### src/rtl/seg_serial_tx_pkg.sv
// ----------------------------------------------------------------------------
// seg_pkg
//   Shared types and constants for the seven-segment serial transmitter.
//   SEG_FRAME_W : bits per display frame (8 digits x 8 segments)
//   SEG_DIV_W   : width of the shift-clock divider counter
//   seg_tx_state_t : transmitter FSM states
// ----------------------------------------------------------------------------
package seg_pkg;

    localparam int SEG_DIGITS  = 8;
    localparam int SEG_FRAME_W = SEG_DIGITS * 8;
    localparam int SEG_DIV_W   = 8;

    typedef enum logic [1:0] {
        IDLE,
        SHIFT,
        LATCH
    } seg_tx_state_t;

endpackage

### src/rtl/seg_serial_tx_if.sv
// ----------------------------------------------------------------------------
// seg_serial_tx_if
//   Frame handshake between the segment encoder (master) and the serial
//   transmitter (slave).
//   start    : master -> slave, frame request
//   seg_data : master -> slave, frame contents, digit 0 in [7:0]
//   busy     : slave -> master, transmitter owns the chain
//   done     : slave -> master, one-cycle pulse when the frame is latched
// ----------------------------------------------------------------------------
interface seg_serial_tx_if
    import seg_pkg::*;
#(
    parameter int FRAME_W = SEG_FRAME_W
);

    logic               start;
    logic [FRAME_W-1:0] seg_data;
    logic               busy;
    logic               done;

    modport master (
        output start,
        output seg_data,
        input  busy,
        input  done
    );

    modport slave (
        input  start,
        input  seg_data,
        output busy,
        output done
    );

endinterface

### src/rtl/seg_serial_tx_clk_div.sv
// ----------------------------------------------------------------------------
// seg_clk_div
//   Shift-clock phase generator. Counts CLK_DIV clk cycles per seg_clk
//   half-period and reports a tick on the last cycle of each half-period.
//   clk   : system clock
//   rst   : synchronous active-high reset
//   en    : count enable (asserted while shifting)
//   load  : frame load edge; restarts at the beginning of a low phase
//   tick  : last cycle of the current half-period (combinational)
//   phase : 0 = seg_clk low half, 1 = seg_clk high half
// ----------------------------------------------------------------------------
module seg_clk_div
    import seg_pkg::*;
#(
    parameter int CLK_DIV = 2
) (
    input  logic clk,
    input  logic rst,
    input  logic en,
    input  logic load,
    output logic tick,
    output logic phase
);

    localparam logic [SEG_DIV_W-1:0] RELOAD = SEG_DIV_W'(CLK_DIV - 1);

    logic [SEG_DIV_W-1:0] cnt;

    // Down-counter: reloads at CLK_DIV-1 and ticks on zero, so a half-period
    // spans exactly CLK_DIV enabled cycles.
    always_ff @(posedge clk) begin
        if (rst) begin
            cnt   <= '0;
            phase <= 1'b0;
        end else if (load) begin
            cnt   <= RELOAD;
            phase <= 1'b0;
        end else if (en) begin
            if (cnt == '0) begin
                cnt   <= RELOAD;
                phase <= ~phase;
            end else begin
                cnt <= cnt - 1'b1;
            end
        end
    end

    assign tick = en && (cnt == '0);

endmodule

### src/rtl/seg_serial_tx.sv
// ----------------------------------------------------------------------------
// seg_serial_tx
//   Shifts a 64-bit seven-segment frame MSB first into a 74HC595-style chain
//   and strobes the display enable once the whole frame is in place.
//
//   Parameters
//     FRAME_W     : frame width (fixed at 64)
//     CLK_DIV     : clk cycles per seg_clk half-period, 1..255
//     REFRESH_GAP : idle cycles between automatic frames
//
//   Ports
//     clk      : system clock
//     rst      : synchronous active-high reset
//     bus      : slave side of the start/seg_data/busy/done handshake
//     seg_clk  : shift clock, chain samples on its rising edge
//     seg_sout : serial data
//     seg_pen  : display output enable, active high
//     seg_clrn : chain clear, active low
//
//   Build option
//     SEG_AUTO_REFRESH_EN : when defined, an idle counter starts a frame by
//                           itself every REFRESH_GAP idle cycles.
// ----------------------------------------------------------------------------
module seg_serial_tx
    import seg_pkg::*;
#(
    parameter int FRAME_W     = SEG_FRAME_W,
    parameter int CLK_DIV     = 2,
    parameter int REFRESH_GAP = 1000
) (
    input  logic                 clk,
    input  logic                 rst,
    seg_serial_tx_if.slave       bus,
    output logic                 seg_clk,
    output logic                 seg_sout,
    output logic                 seg_pen,
    output logic                 seg_clrn
);

    if (CLK_DIV < 1 || CLK_DIV > 255) begin : g_bad_clk_div
        $error("seg_serial_tx: CLK_DIV must be 1..255");
    end
    if (REFRESH_GAP < 1) begin : g_bad_gap
        $error("seg_serial_tx: REFRESH_GAP must be at least 1");
    end
    if (FRAME_W != SEG_FRAME_W) begin : g_bad_frame
        $error("seg_serial_tx: FRAME_W is fixed at 64");
    end

    localparam logic [6:0] LAST_BIT = 7'(FRAME_W - 1);

    seg_tx_state_t      state;
    logic [FRAME_W-1:0] shreg;
    logic [6:0]         bit_cnt;
    logic               busy_r;
    logic               done_r;
    logic               go;
    logic               load;
    logic               tick;
    logic               phase;

`ifdef SEG_AUTO_REFRESH_EN
    localparam int GAP_W = (REFRESH_GAP > 1) ? $clog2(REFRESH_GAP) : 1;

    logic [GAP_W-1:0] idle_cnt;

    always_ff @(posedge clk) begin
        if (rst) begin
            idle_cnt <= '0;
        end else if (load) begin
            idle_cnt <= '0;
        end else if (state == IDLE) begin
            idle_cnt <= idle_cnt + 1'b1;
        end
    end

    always_comb begin
        go = bus.start || (idle_cnt == GAP_W'(REFRESH_GAP - 1));
    end
`else
    always_comb begin
        go = bus.start;
    end
`endif

    always_comb begin
        load = (state == IDLE) && go;
    end

    seg_clk_div #(
        .CLK_DIV (CLK_DIV)
    ) u_clk_div (
        .clk   (clk),
        .rst   (rst),
        .en    (state == SHIFT),
        .load  (load),
        .tick  (tick),
        .phase (phase)
    );

    // The chain clear simply follows reset one edge late.
    always_ff @(posedge clk) begin
        seg_clrn <= ~rst;
    end

    // shreg holds the bits still to be sent after the one on seg_sout, so
    // the MSB of shreg is always the next bit to present.
    always_ff @(posedge clk) begin
        if (rst) begin
            state    <= IDLE;
            shreg    <= '0;
            bit_cnt  <= '0;
            busy_r   <= 1'b0;
            done_r   <= 1'b0;
            seg_clk  <= 1'b0;
            seg_sout <= 1'b0;
            seg_pen  <= 1'b0;
        end else begin
            done_r <= 1'b0;
            case (state)
                IDLE: begin
                    if (go) begin
                        state    <= SHIFT;
                        shreg    <= {bus.seg_data[FRAME_W-2:0], 1'b0};
                        seg_sout <= bus.seg_data[FRAME_W-1];
                        bit_cnt  <= '0;
                        seg_clk  <= 1'b0;
                        seg_pen  <= 1'b0;
                        busy_r   <= 1'b1;
                    end
                end
                SHIFT: begin
                    if (tick) begin
                        if (!phase) begin
                            seg_clk <= 1'b1;
                        end else if (bit_cnt == LAST_BIT) begin
                            state   <= LATCH;
                            seg_clk <= 1'b0;
                            done_r  <= 1'b1;
                            seg_pen <= 1'b1;
                        end else begin
                            bit_cnt  <= bit_cnt + 1'b1;
                            seg_sout <= shreg[FRAME_W-1];
                            shreg    <= {shreg[FRAME_W-2:0], 1'b0};
                            seg_clk  <= 1'b0;
                        end
                    end
                end
                LATCH: begin
                    state  <= IDLE;
                    busy_r <= 1'b0;
                end
                default: begin
                    state <= IDLE;
                end
            endcase
        end
    end

    assign bus.busy = busy_r;
    assign bus.done = done_r;

endmodule

### src/flat_wrapper.sv
// flat-port wrapper written by rule: the top's interface ports become plain ports
module seg_serial_tx_flat import seg_pkg::*;
#(
    parameter int FRAME_W     = SEG_FRAME_W,
    parameter int CLK_DIV     = 2,
    parameter int REFRESH_GAP = 1000
)
  (clk, rst, seg_clk, seg_sout, seg_pen, seg_clrn, bus_start, bus_seg_data, bus_busy, bus_done);
  seg_serial_tx_if #(.FRAME_W(FRAME_W)) bus_i ();
  input  logic clk;
  input  logic rst;
  output logic seg_clk;
  output logic seg_sout;
  output logic seg_pen;
  output logic seg_clrn;
  input wire logic [$bits(bus_i.start)-1:0] bus_start;
  input wire logic [$bits(bus_i.seg_data)-1:0] bus_seg_data;
  output wire logic [$bits(bus_i.busy)-1:0] bus_busy;
  output wire logic [$bits(bus_i.done)-1:0] bus_done;
  assign bus_i.start = bus_start;
  assign bus_i.seg_data = bus_seg_data;
  assign bus_busy = bus_i.busy;
  assign bus_done = bus_i.done;
  seg_serial_tx #(.FRAME_W(FRAME_W), .CLK_DIV(CLK_DIV), .REFRESH_GAP(REFRESH_GAP)) u_core (.clk(clk), .rst(rst), .bus(bus_i), .seg_clk(seg_clk), .seg_sout(seg_sout), .seg_pen(seg_pen), .seg_clrn(seg_clrn));
endmodule
### config.mk
export PLATFORM = sky130hd
export DESIGN_NAME = seg_serial_tx_flat
export DESIGN_NICKNAME = d
export VERILOG_FILES = /design/src/rtl/seg_serial_tx_pkg.sv /design/src/rtl/seg_serial_tx_if.sv /design/src/rtl/seg_serial_tx_clk_div.sv /design/src/rtl/seg_serial_tx.sv /design/src/flat_wrapper.sv
export SDC_FILE = /design/constraint.sdc
export NUM_CORES = 1
export LEC_CHECK = 0
export CORE_ASPECT_RATIO = 1.25
export CORE_MARGIN = 2
export CORE_UTILIZATION = 45
export DETAILED_ROUTE_END_ITERATION = 10
export GPL_TIMING_DRIVEN = 0
export PLACE_DENSITY = 0.7
export SLEW_MARGIN = 20
export SYNTH_ARGS = -nofsm -noshare
export SYNTH_HDL_FRONTEND = slang
export SYNTH_SLANG_ARGS = --single-unit
### constraint.sdc
create_clock -name clk -period 2 [get_ports clk]
set_input_delay 0.2 -clock clk [delete_from_list [all_inputs] [get_ports clk]]
set_output_delay 0.2 -clock clk [all_outputs]
set_load 0.05 [all_outputs]
Word-level counts from Yosys, hierarchy flattened
Cells that the tools add are included.
{"block": "classes", "n_addsub": 2, "mux": 34, "n_eq_ne": 8, "bitwise": 4, "reduce_logical": 15}
{"op": "64-bit two-way mux", "n": 4}
{"op": "64-bit case mux with 2 select lines", "n": 1}
{"op": "7-bit two-way mux", "n": 4}
{"op": "1-bit two-way mux", "n": 14}
{"op": "7-bit case mux with 2 select lines", "n": 1}
{"op": "5-bit AND reduction", "n": 2}
{"op": "8-bit zero test", "n": 1}
{"op": "2-bit two-way mux", "n": 4}
{"op": "8-bit two-way mux", "n": 1}
{"op": "1-bit case mux with 2 select lines", "n": 4}
{"op": "8-bit by 1-bit subtractor with 8-bit output (second input constant)", "n": 1}
{"op": "7-bit by 1-bit adder with 7-bit output (second input constant)", "n": 1}
{"op": "7-bit by 6-bit equality test with 1-bit output (second input constant)", "n": 1}
{"op": "2-bit by 1-bit != test with 1-bit output (second input constant)", "n": 3}
{"op": "2-bit nonzero test", "n": 3}
{"op": "2-bit != test (second input constant)", "n": 2}
{"op": "1-bit NOT", "n": 4}
{"op": "2-bit case mux with 2 select lines", "n": 1}
{"op": "2-bit AND reduction", "n": 2}
{"op": "4-bit AND reduction", "n": 1}
{"op": "4-bit OR reduction", "n": 1}
{"op": "3-bit AND reduction", "n": 1}
{"op": "2-bit by 1-bit equality test with 1-bit output (second input constant)", "n": 1}
{"op": "2-bit equality test (second input constant)", "n": 1}
{"op": "other kinds (3)", "n": 4}
{"block": "word_totals", "regBits": 88, "word_cells": 75, "inputBits": 67}

Depth between registers and ports, before layout
Gate-level depths: netlist of the first run.
{"block": "depth", "depth_word": 5, "mapped_depth": 9}

By module
Synthesis of the first run repeated with hierarchy kept, for this count alone.
{"block": "unflattened", "cells_unflattened": 473, "hier_area_um2": 4137.7}
{"module": "seg_serial_tx", "n_inst": 1, "cells_per_inst": 425, "area_per_inst_um2": 3699.8}
{"module": "seg_clk_div", "n_inst": 1, "cells_per_inst": 48, "area_per_inst_um2": 437.9}

Worst setup path before layout of the first run
OpenSTA, ideal clock, no wires.
{"block": "synth_path", "path_type": "register to register", "start": "reg u_core.u_clk_div.cnt[0]", "end": "reg u_core.shreg[27]", "arrival_ns": 1.623, "slack_ns": 0.231, "setup_time_ns": 0.147, "synth_period_minus_slack_ns": 1.769, "required_time_ns": 1.853, "path_stages_with_launch": 10, "cell_sequence": "dfxtp_1 > inv_1 > ha_1 > nor3b_2 > and4_1 > buf_4 > buf_12 > buf_8 > a211oi_1 > a311oi_2"}
{"block": "synth_via", "elab_chain_cells": 4}
{"element": "start, declared", "line": "seg_serial_tx_clk_div.sv:27", "rtl": "logic [SEG_DIV_W-1:0] cnt;"}
{"element": "start signal, assigned", "line": "seg_serial_tx_clk_div.sv:43", "rtl": "cnt <= cnt - 1'b1;"}
{"element": "8-bit zero test", "line": "seg_serial_tx_clk_div.sv:48", "rtl": "assign tick = en && (cnt == '0);"}
{"element": "1-bit logical AND", "line": "seg_serial_tx_clk_div.sv:48"}
{"element": "2-bit by 1-bit != test with 1-bit output (no line)"}
{"element": "5-bit AND reduction (no line)"}
{"element": "end signal, assigned", "line": "seg_serial_tx.sv:124", "rtl": "shreg <= {bus.seg_data[FRAME_W-2:0], 1'b0};"}
{"element": "end signal, assigned", "line": "seg_serial_tx.sv:144", "rtl": "shreg <= {shreg[FRAME_W-2:0], 1'b0};"}
{"element": "end, declared", "line": "seg_serial_tx.sv:53", "rtl": "logic [FRAME_W-1:0] shreg;"}
No other way between the ends.
A chain may end at the register's enable or synchronous reset.

Final worst setup path of the first run
{"block": "layout_path", "start": "reg u_core.u_clk_div.cnt[0]", "end": "reg u_core.shreg[32]"}
Same word-level chain as after synthesis.

==> impl_metrics.json, run 1 <==
{
  "num_antenna_cells": 0,
  "die_h_microns": 112.2,
  "cts_max_level": 3,
  "holdCritPathClass": "flip-flop to flip-flop",
  "rows": 39,
  "period_minus_slack_ns": 1.971,
  "place_area_sq_mm": 0.005090,
  "dr_total_vias": 4023,
  "drv_cap": 0,
  "fillers": 838,
  "grt_first_pass_wirelength_microns": 18260,
  "end_kind": "flip-flop",
  "cts.sinks": 87,
  "clkLatencyLatePin_ns": 0.35,
  "synth_sequential_area_ratio": 0.4132,
  "antenna_found_initial": 0,
  "power_frac_comb": 0.193,
  "drive_gt1_frac": 0.1490,
  "setup_viol": 0,
  "synth.avg_cell_area_sq_um": 8.709,
  "grt_pass1_vias": 3948,
  "worstSetupPathType": "flip-flop to flip-flop",
  "yosys_most_used_dff": "dfxtp_1",
  "leakagePower_nw": 1.920,
  "max_stage_delay_ns": 0.36,
  "track_usage": 0.2168,
  "cts_max_path_buffers": 2,
  "initial_core_util": 0.4619,
  "crit_fanout": 10,
  "clockPowerShare": 0.385,
  "drc": 0,
  "crit_chain": "inv_1 -> ha_1 -> nor3b_4 -> and4_1 -> buf_4 -> buf_12 -> buf_8 -> a211oi_1 -> a311oi_2",
  "switching_share": 0.2750,
  "clock_skew_ns": 0.005689,
  "synth_top_cell_area_share": 0.4132,
  "boundaryPins": 73,
  "synth_area_leaders": "dfxtp_1 41%, nand2_1 12%, a211oi_1 11%",
  "outcome": "finished, final reports clean",
  "synthDistinctLibCells": 45,
  "port_buffers": 72,
  "ir_drop_v": 0.0004270,
  "mostFrequentLayoutCell": "nand2_1",
  "numCtsBuffers": 9,
  "nets": 642,
  "routed_via_density": 5.747,
  "clkTransAtPathRegs_ns": 0.06,
  "hold_buffers": 0,
  "layout_common_cells": "137 x nand2_1, 87 x dfxtp_1, 72 x clkdlybuf4s50_1",
  "syn-num-nets": 554,
  "syn_area_sq_mm": 0.004215,
  "ys_ff_latch": 87,
  "cp.required_ns": 2.20,
  "cp-start-kind": "flip-flop",
  "drtIter0Drc": 194,
  "total_power_mw": 4.702,
  "max_slew_margin": 0.5384,
  "finalWeightedCongestion": 0.7851,
  "synth-edff-count": 0,
  "dieWidth_microns": 90.57,
  "hpwl_microns": 7528,
  "hold_viol": 0,
  "grt_max_degree": 16,
  "synthArstFlopShare": 0,
  "areaGrowthSynthToFinish_pct": 30.99,
  "worst_pin_slew_ns": 0.6923,
  "tritoncts": "done",
  "grt.overflow.total": 0,
  "power_frac_seq": 0.422,
  "yosysWarnings": 0,
  "clock.fmax_mhz": 507.2,
  "maxSlewViolCount": 0,
  "clock-root-buffer": "clkbuf_16",
  "finalCritPeriodShare": 0.9857,
  "netSwitchingPower_mw": 1.293,
  "die_area_sq_mm": 0.01016,
  "powerDensity_mw_per_mm2": 851.5,
  "cp.arrival_ns": 2.17,
  "wirelength_microns": 10980,
  "synthCells": 484,
  "avgRoutedWirePerCell_microns": 15.69,
  "final_area_sq_mm": 0.005522,
  "first_pass_iters": 6,
  "critPathSlowestCell": "dfxtp_1",
  "yosys.area.top_type": "dfxtp_1",
  "internal_power_mw": 3.409,
  "ant_nets": 0,
  "core_area_sq_mm": 0.009125
}
==> per-stage QoR <==
step	setup TNS (ns)	setup slack [ns]	std cells	utilization	hold slack, ns
after detailed placement	-15.59	-0.4667	679	0.5578	0.4207
after global routing	-0.3103	-0.03532	700	0.6051	0.4536
after global placement	-13.98	-0.3850	679	0.5578	0.4185
after CTS	0	0.001119	696	0.5955	0.4290
after floorplan	0	0.2305	484	-	0.3302
final	0	0.02852	700	0.6051	0.4275
==> path summary, 6_finish.rpt <==
kind	from	endpoint	slack, ns	cells after the start
max reg2reg	u_core.u_clk_div.cnt[0]	u_core.shreg[32]	0.03	9
min reg2reg	u_core.bit_cnt[6]	u_core.bit_cnt[6]	0.43	2
max	u_core.u_clk_div.cnt[0]	u_core.shreg[32]	0.03	9
min	u_core.bit_cnt[6]	u_core.bit_cnt[6]	0.43	2
==> what timing repair did <==
item	4_1_cts	5_1_grt
endpoints found under the setup margin	55	60
pin swaps	2	3
setup buffers	1	4
resized for setup	6	27
==> power groups by stage <==
stage / combinational [mW] / sequential, mW / clock, mW
final: 0.907 / 1.98 / 1.81
after global routing: 0.999 / 2.00 / 1.92
after CTS: 0.865 / 1.98 / 1.84
after detailed placement: 0.847 / 2.01 / 0
after global placement: 0.834 / 2.01 / 0
after floorplan: 0.545 / 2.02 / 0
==> synth_stat cells, types with 2 or more instances <==
cell type / n
nand3_1: 8
inv_1: 5
dfxtp_1: 87
nor3_1: 2
clkbuf_1: 31
a211oi_1: 64
xor2_1: 2
o21ai_0: 2
a21oi_1: 8
nand2_1: 137
o211ai_1: 2
a31oi_1: 3
a311oi_2: 18
buf_4: 7
buf_8: 2
a41oi_1: 3
nor2_1: 10
or3_1: 2
a311oi_1: 47
nor2b_1: 2
buf_2: 11
nor4_1: 3
xnor2_1: 4
ha_1: 3
==> registers in the layout (all words and copies together), names as in the netlist <==
register,cells
u_core.seg_sout,1
u_core.seg_clk,1
u_core.u_clk_div.phase,1
u_core.u_clk_div.cnt,8
u_core.shreg,63
u_core.bus.busy,1
u_core.bit_cnt,7
u_core.seg_clrn,1
u_core.bus.done,1
u_core.seg_pen,1
u_core.state,2
==> final cells by class <==
cell class	count	area, sq um	area share
clock inverters	7	96.34	0.01745
flip-flops and latches	87	1742	0.3154
repair buffers	77	758.2	0.1373
inverters	6	22.52	0.004079
plain buffers	53	305.3	0.05529
multi-input cells	338	2218	0.4018
clock buffers	9	225.2	0.04079
well taps	123	153.9	0.02787
==> critical path: cells and delay by family, from the launching register on <==
kind,cells,cell delay (ns)
buf+inv,4,0.52
simple gates,2,0.34
compound gates,2,0.38
fa+ha+maj,1,0.21
flops,1,0.36
==> routing by layer <==
layer | global-route usage | vias up | wire length (microns)
met3 | 0.05101 | 14 | 480
met5 | 0 | - | 0
met2 | 0.3692 | 95 | 5469
li1 | - | 1988 | -
met4 | 0.07590 | 0 | 167
met1 | 0.2685 | 1926 | 4863
==> cells by family after synthesis <==
logic type | synth area share
AOI/OAI and AO/OA | 0.3143
xor gates and xnor gates | 0.01247
adders and majority gates | 0.008906
buffers and inverters | 0.07124
DFF | 0.4132
muxes | 0.002375
and+or+nand+nor | 0.1775
No activity file was read; power rests on OpenSTA's default activity.
==> run 2: changes to the inputs <==
CTS_CLUSTER_SIZE = 25   (was not set)
SETUP_SLACK_MARGIN = 0.15   (was not set)
==> run 2 against run 1 <==
  * Global-route usage rose by 0.35 points
  * Cell count rose by 1.1%
  * Combinational power rose by 7.4%
  * Clock-buffer cell count did not move
  * Largest cell class unchanged
  * Largest power group unchanged
  * Sequential power barely moved
  * Register-to-register slack improved by 0.12 ns
  * Power rose by 1.7%
  * Highest routed layer unchanged
  * Non-clock buffer count rose by 8
==> impl_metrics.json, run 2 (same netlist as run 1, synthesis figures left out) <==
{
  "holdCritPathClass": "flip-flop to flip-flop",
  "whs_ns": 0.4276,
  "seqCellArea_sq_mm": 0.001745,
  "drtIter0Drc": 203,
  "outcome": "finished, final reports clean",
  "clock.fmax_mhz": 541.3,
  "leakagePower_nw": 2.022,
  "grt_pass1_vias": 3973,
  "cts_max_path_buffers": 2,
  "total_power_mw": 4.781,
  "core_area_sq_mm": 0.009125,
  "dr_total_vias": 4083,
  "ir_drop_v": 0.0004227,
  "cts.sinks": 87,
  "die_area_sq_mm": 0.01016,
  "clkLatencyLatePin_ns": 0.35,
  "avgRoutedWirePerCell_microns": 16.02,
  "worst_pin_slew_ns": 0.6933,
  "grt_max_degree": 16,
  "powerDensity_mw_per_mm2": 827.7,
  "routed_via_density": 5.767,
  "track_usage": 0.2203,
  "place_inst": 679,
  "boundaryPins": 73,
  "fin_cells": 708,
  "ant_nets": 0,
  "num_antenna_cells": 0,
  "max_stage_delay_ns": 0.33,
  "fillers": 792,
  "nets": 650,
  "critPathBufInv": 4,
  "finalCritPeriodShare": 0.9237,
  "end_kind": "flip-flop",
  "max_slew_margin": 0.5378,
  "initial_core_util": 0.4619,
  "critPathSlowestCell": "dfxtp_2",
  "drc": 0,
  "hpwl_microns": 7528,
  "grt_first_pass_wirelength_microns": 18530,
  "hold_viol": 0,
  "finalWeightedCongestion": 0.7851,
  "clkTransAtPathRegs_ns": 0.06,
  "tritoncts": "done",
  "largest_register": "u_core.shreg",
  "die_h_microns": 112.2,
  "mostFrequentLayoutCell": "nand2_1",
  "largest_reg_flops": 63,
  "port_buffers": 72,
  "rsz0062_at_grt": "true",
  "reg.largest.list": "u_core.shreg x63, u_core.u_clk_div.cnt x8, u_core.bit_cnt x7",
  "grt.overflow.total": 0,
  "crit_chain": "inv_2 -> ha_4 -> nor3b_4 -> and4_1 -> buf_6 -> buf_12 -> buf_12 -> a211oi_2 -> a311oi_2",
  "setup_viol": 0,
  "drive_gt1_frac": 0.2034,
  "path_delay_family": "buffers and inverters",
  "clock-root-buffer": "clkbuf_16",
  "cp.required_ns": 2.26,
  "clock_skew_ns": 0.007790,
  "period_minus_slack_ns": 1.847,
  "first_pass_iters": 4,
  "hold_buffers": 0,
  "cp.arrival_ns": 2.10,
  "rows": 39,
  "areaGrowthSynthToFinish_pct": 37.04,
  "antenna_found_initial": 0,
  "numCtsBuffers": 9,
  "layout_common_cells": "137 x nand2_1, 84 x dfxtp_1, 72 x clkdlybuf4s50_1",
  "multi_input_area_sq_mm": 0.002316,
  "critPathMostFrequentCell": "buf_12",
  "cp-start-kind": "flip-flop",
  "crit_fanout": 7,
  "wirelength_microns": 11340,
  "post-route-util": 0.6331,
  "cts_max_level": 3,
  "worstSetupPathType": "flip-flop to flip-flop",
  "drv_cap": 0,
  "dieWidth_microns": 90.57,
  "maxSlewViolCount": 0
}
## run 2: cell types whose count changed in the layout (fill, tap and decap cells not counted), sizes merged
cell | before | now
buf | 25 | 32
clkbuf | 42 | 43
## run 2: worst register-to-register path, stage by stage, from the launching register on
cell and delay, ns:
dfxtp_2 0.33, inv_2 0.08, ha_4 0.14, nor3b_4 0.23, and4_1 0.25, buf_6 0.15
buf_12 0.15, buf_12 0.12, a211oi_2 0.07, a311oi_2 0.24
## run 2: worst paths after layout
path	startpoint	depth (start not counted)	slack [ns]	end
worst max-delay path	u_core.u_clk_div.cnt[1]	9	0.15	u_core.shreg[24]
worst min-delay path	u_core.bit_cnt[6]	2	0.43	u_core.bit_cnt[6]
worst max register to register	u_core.u_clk_div.cnt[1]	9	0.15	u_core.shreg[24]
worst min register to register	u_core.bit_cnt[6]	2	0.43	u_core.bit_cnt[6]
## run 2: repair_timing
action	4_1_cts	5_1_grt
endpoints found under the setup margin	74	69
resized for setup	32	46
gates cloned	0	3
buffers inserted	7	3
pin swaps	5	37
endpoints found under the hold margin	0	0
## run 2: final cells by class
cell class	instances	area share
Sequential cell	87	0.3021
Buffer	53	0.06000
Tap cell	123	0.02664
Inverter	6	0.003899
Timing Repair Buffer	85	0.1507
Clock buffer	9	0.03899
Multi-Input combinational cell	338	0.4009
Clock inverter	7	0.01668
## run 2: where the power goes
part / switching [mW] / internal [mW]
clock: 0.721 / 1.10
combinational: 0.502 / 0.472
sequential: 0.104 / 1.89
## run 2: metal layers
metal  global-route usage  share of wire  routed length (microns)  vias to the layer above
met5                    0              0                        0                        -
met4              0.08205          0.011                      123                        0
met3              0.04228          0.037                      418                        9
met2               0.3766           0.50                     5716                       98
met1               0.2757           0.45                     5082                     1973
li1                     -              -                        -                     2003
## run 2: per-stage QoR
stage                     area, sq um  setup slack (ns)  setup TNS [ns]
final                            5777            0.1525               0
after CTS                        5569            0.1355               0
after floorplan                  4215            0.2305               0
after global placement           5090           -0.3850          -13.98
after global routing             5777           0.08088               0
after detailed placement         5090           -0.4667          -15.59
==> run 3: changes to the inputs <==
TNS_END_PERCENT = 1   (was not set)
==> run 3 against run 2 <==
  * Final area down 0.37%
  * Critical path depth down 1
  * Register-to-register slack about the same
  * Sequential power about the same
  * Combinational power down 0.9%
  * Critical endpoint is now u_core.shreg[14]
==> impl_metrics.json, run 3 (same netlist as run 1, synthesis figures left out) <==
{
  "outcome": "finished, final reports clean",
  "largest_reg_flops": 63,
  "first_pass_iters": 5,
  "ant_nets": 0,
  "track_usage": 0.2193,
  "grt_first_pass_wirelength_microns": 18470,
  "nets": 649,
  "fillers": 797,
  "cp.arrival_ns": 2.08,
  "crit_fanout": 10,
  "wirelength_microns": 11380,
  "avgRoutedWirePerCell_microns": 16.10,
  "cts_max_path_buffers": 2,
  "tritoncts": "done",
  "core_area_sq_mm": 0.009125,
  "rows": 39,
  "reg2reg_from": "u_core.u_clk_div.cnt[1]",
  "num_antenna_cells": 0,
  "mostFrequentLayoutCell": "nand2_1",
  "clock_skew_ns": 0.006601,
  "cp.required_ns": 2.25,
  "r2r_setup_slack_ns": 0.17,
  "drive_gt1_frac": 0.1986,
  "clkLatencyLatePin_ns": 0.35,
  "period_minus_slack_ns": 1.834,
  "seqCellArea_sq_mm": 0.001745,
  "clock-root-buffer": "clkbuf_16",
  "areaGrowthSynthToFinish_pct": 36.54,
  "hold_viol": 0,
  "powerDensity_mw_per_mm2": 829.0,
  "cp-start-kind": "flip-flop",
  "total_power_mw": 4.772,
  "grt.overflow.total": 0,
  "end_kind": "flip-flop",
  "whs_ns": 0.4306,
  "hold_buffers": 0,
  "cts.sinks": 87,
  "finalCritPeriodShare": 0.9169,
  "maxSlewViolCount": 0,
  "port_buffers": 72,
  "r2r_end": "u_core.shreg[14]",
  "rsz0062_at_grt": "true",
  "layout_common_cells": "137 x nand2_1, 84 x dfxtp_1, 72 x clkdlybuf4s50_1",
  "leakagePower_nw": 2.013,
  "crit_start": "u_core.u_clk_div.cnt[1]",
  "r2r_cells": 8,
  "fin_cells": 707,
  "drc": 0,
  "endpoint": "u_core.shreg[14]",
  "hpwl_microns": 7528,
  "grt_pass1_vias": 3989,
  "fin_tns_setup_ns": 0,
  "holdCritPathClass": "flip-flop to flip-flop",
  "place_inst": 679,
  "clkTransAtPathRegs_ns": 0.07,
  "die_h_microns": 112.2,
  "numCtsBuffers": 9,
  "dr_total_vias": 4103,
  "boundaryPins": 73,
  "ir_drop_v": 0.0004273,
  "worstSetupPathType": "flip-flop to flip-flop",
  "initial_core_util": 0.4619,
  "reg.largest.list": "u_core.shreg x63, u_core.u_clk_div.cnt x8, u_core.bit_cnt x7",
  "worst_pin_slew_ns": 0.7017,
  "cts_max_level": 3,
  "drv_cap": 0,
  "antenna_found_initial": 0,
  "drtIter0Drc": 179,
  "dieWidth_microns": 90.57,
  "largest_register": "u_core.shreg",
  "finalWeightedCongestion": 0.7851,
  "setup_viol": 0,
  "grt_max_degree": 16,
  "routed_via_density": 5.803,
  "clock.fmax_mhz": 545.3,
  "max_slew_margin": 0.5322,
  "multi_input_area_sq_mm": 0.002305,
  "die_area_sq_mm": 0.01016
}
-- run 3: worst min path at each step --
stage,endpoint,cells after the start,slack [ns],startpoint
4_1_cts,u_core.bit_cnt[6],2,0.43,u_core.bit_cnt[6]
3_3_place_gp,u_core.bit_cnt[6],2,0.42,u_core.bit_cnt[6]
6_report,u_core.bit_cnt[6],2,0.43,u_core.bit_cnt[6]
5_1_grt,u_core.shreg[55],3,0.45,bus_seg_data[54]
2_1_floorplan,u_core.seg_clrn,1,0.33,rst
3_5_place_dp,u_core.bit_cnt[6],2,0.42,u_core.bit_cnt[6]
-- run 3: metal layers --
metal	vias up	part of all wire	wire length [microns]	track usage
li1	2000	-	-	-
met1	1985	0.44	5007	0.2719
met2	106	0.50	5703	0.3766
met3	12	0.043	487	0.05034
met4	0	0.016	185	0.07179
met5	-	0	0	0
-- run 3: critical path, cell delays in order, from the launching register on --
cell      delay, ns
dfxtp_2        0.33
inv_2          0.08
ha_4           0.13
nor3b_4        0.23
and4_1         0.24
buf_6          0.15
buf_4          0.18
a211oi_1       0.09
a311oi_1       0.29
-- run 3: stage by stage --
stage	util	cell area (sq um)	setup slack, ns
floorplan	-	4215	0.2305
global placement	0.5578	5090	-0.3850
detailed placement	0.5578	5090	-0.4667
CTS	0.6021	5494	0.07755
global route	0.6307	5756	0.09438
finish	0.6307	5756	0.1663
-- run 3: timing repair --
action,in CTS,in global routing
cloned,0,3
setup buffers,6,3
hold endpoints to repair,0,0
setup endpoints to repair,74,73
pin swaps,3,27
gates resized for setup,15,62
-- run 3: report_power, final --
group	internal [mW]	leakage [nW]	switching, mW	total [mW]
Sequential	1.89	0.719	0.103	1.99
Clock	1.10	0.148	0.721	1.82
Combinational	0.464	1.15	0.501	0.965
Total	3.45	2.01	1.33	4.77
-- run 3: cell type report --
cell class	count	share of cell area
plain buffers	53	0.05978
multi-input cells	338	0.4004
clock buffers	9	0.03913
clock inverters	7	0.01674
inverters	6	0.003913
well taps	123	0.02674
repair buffers	84	0.1500
flip-flops and latches	87	0.3033
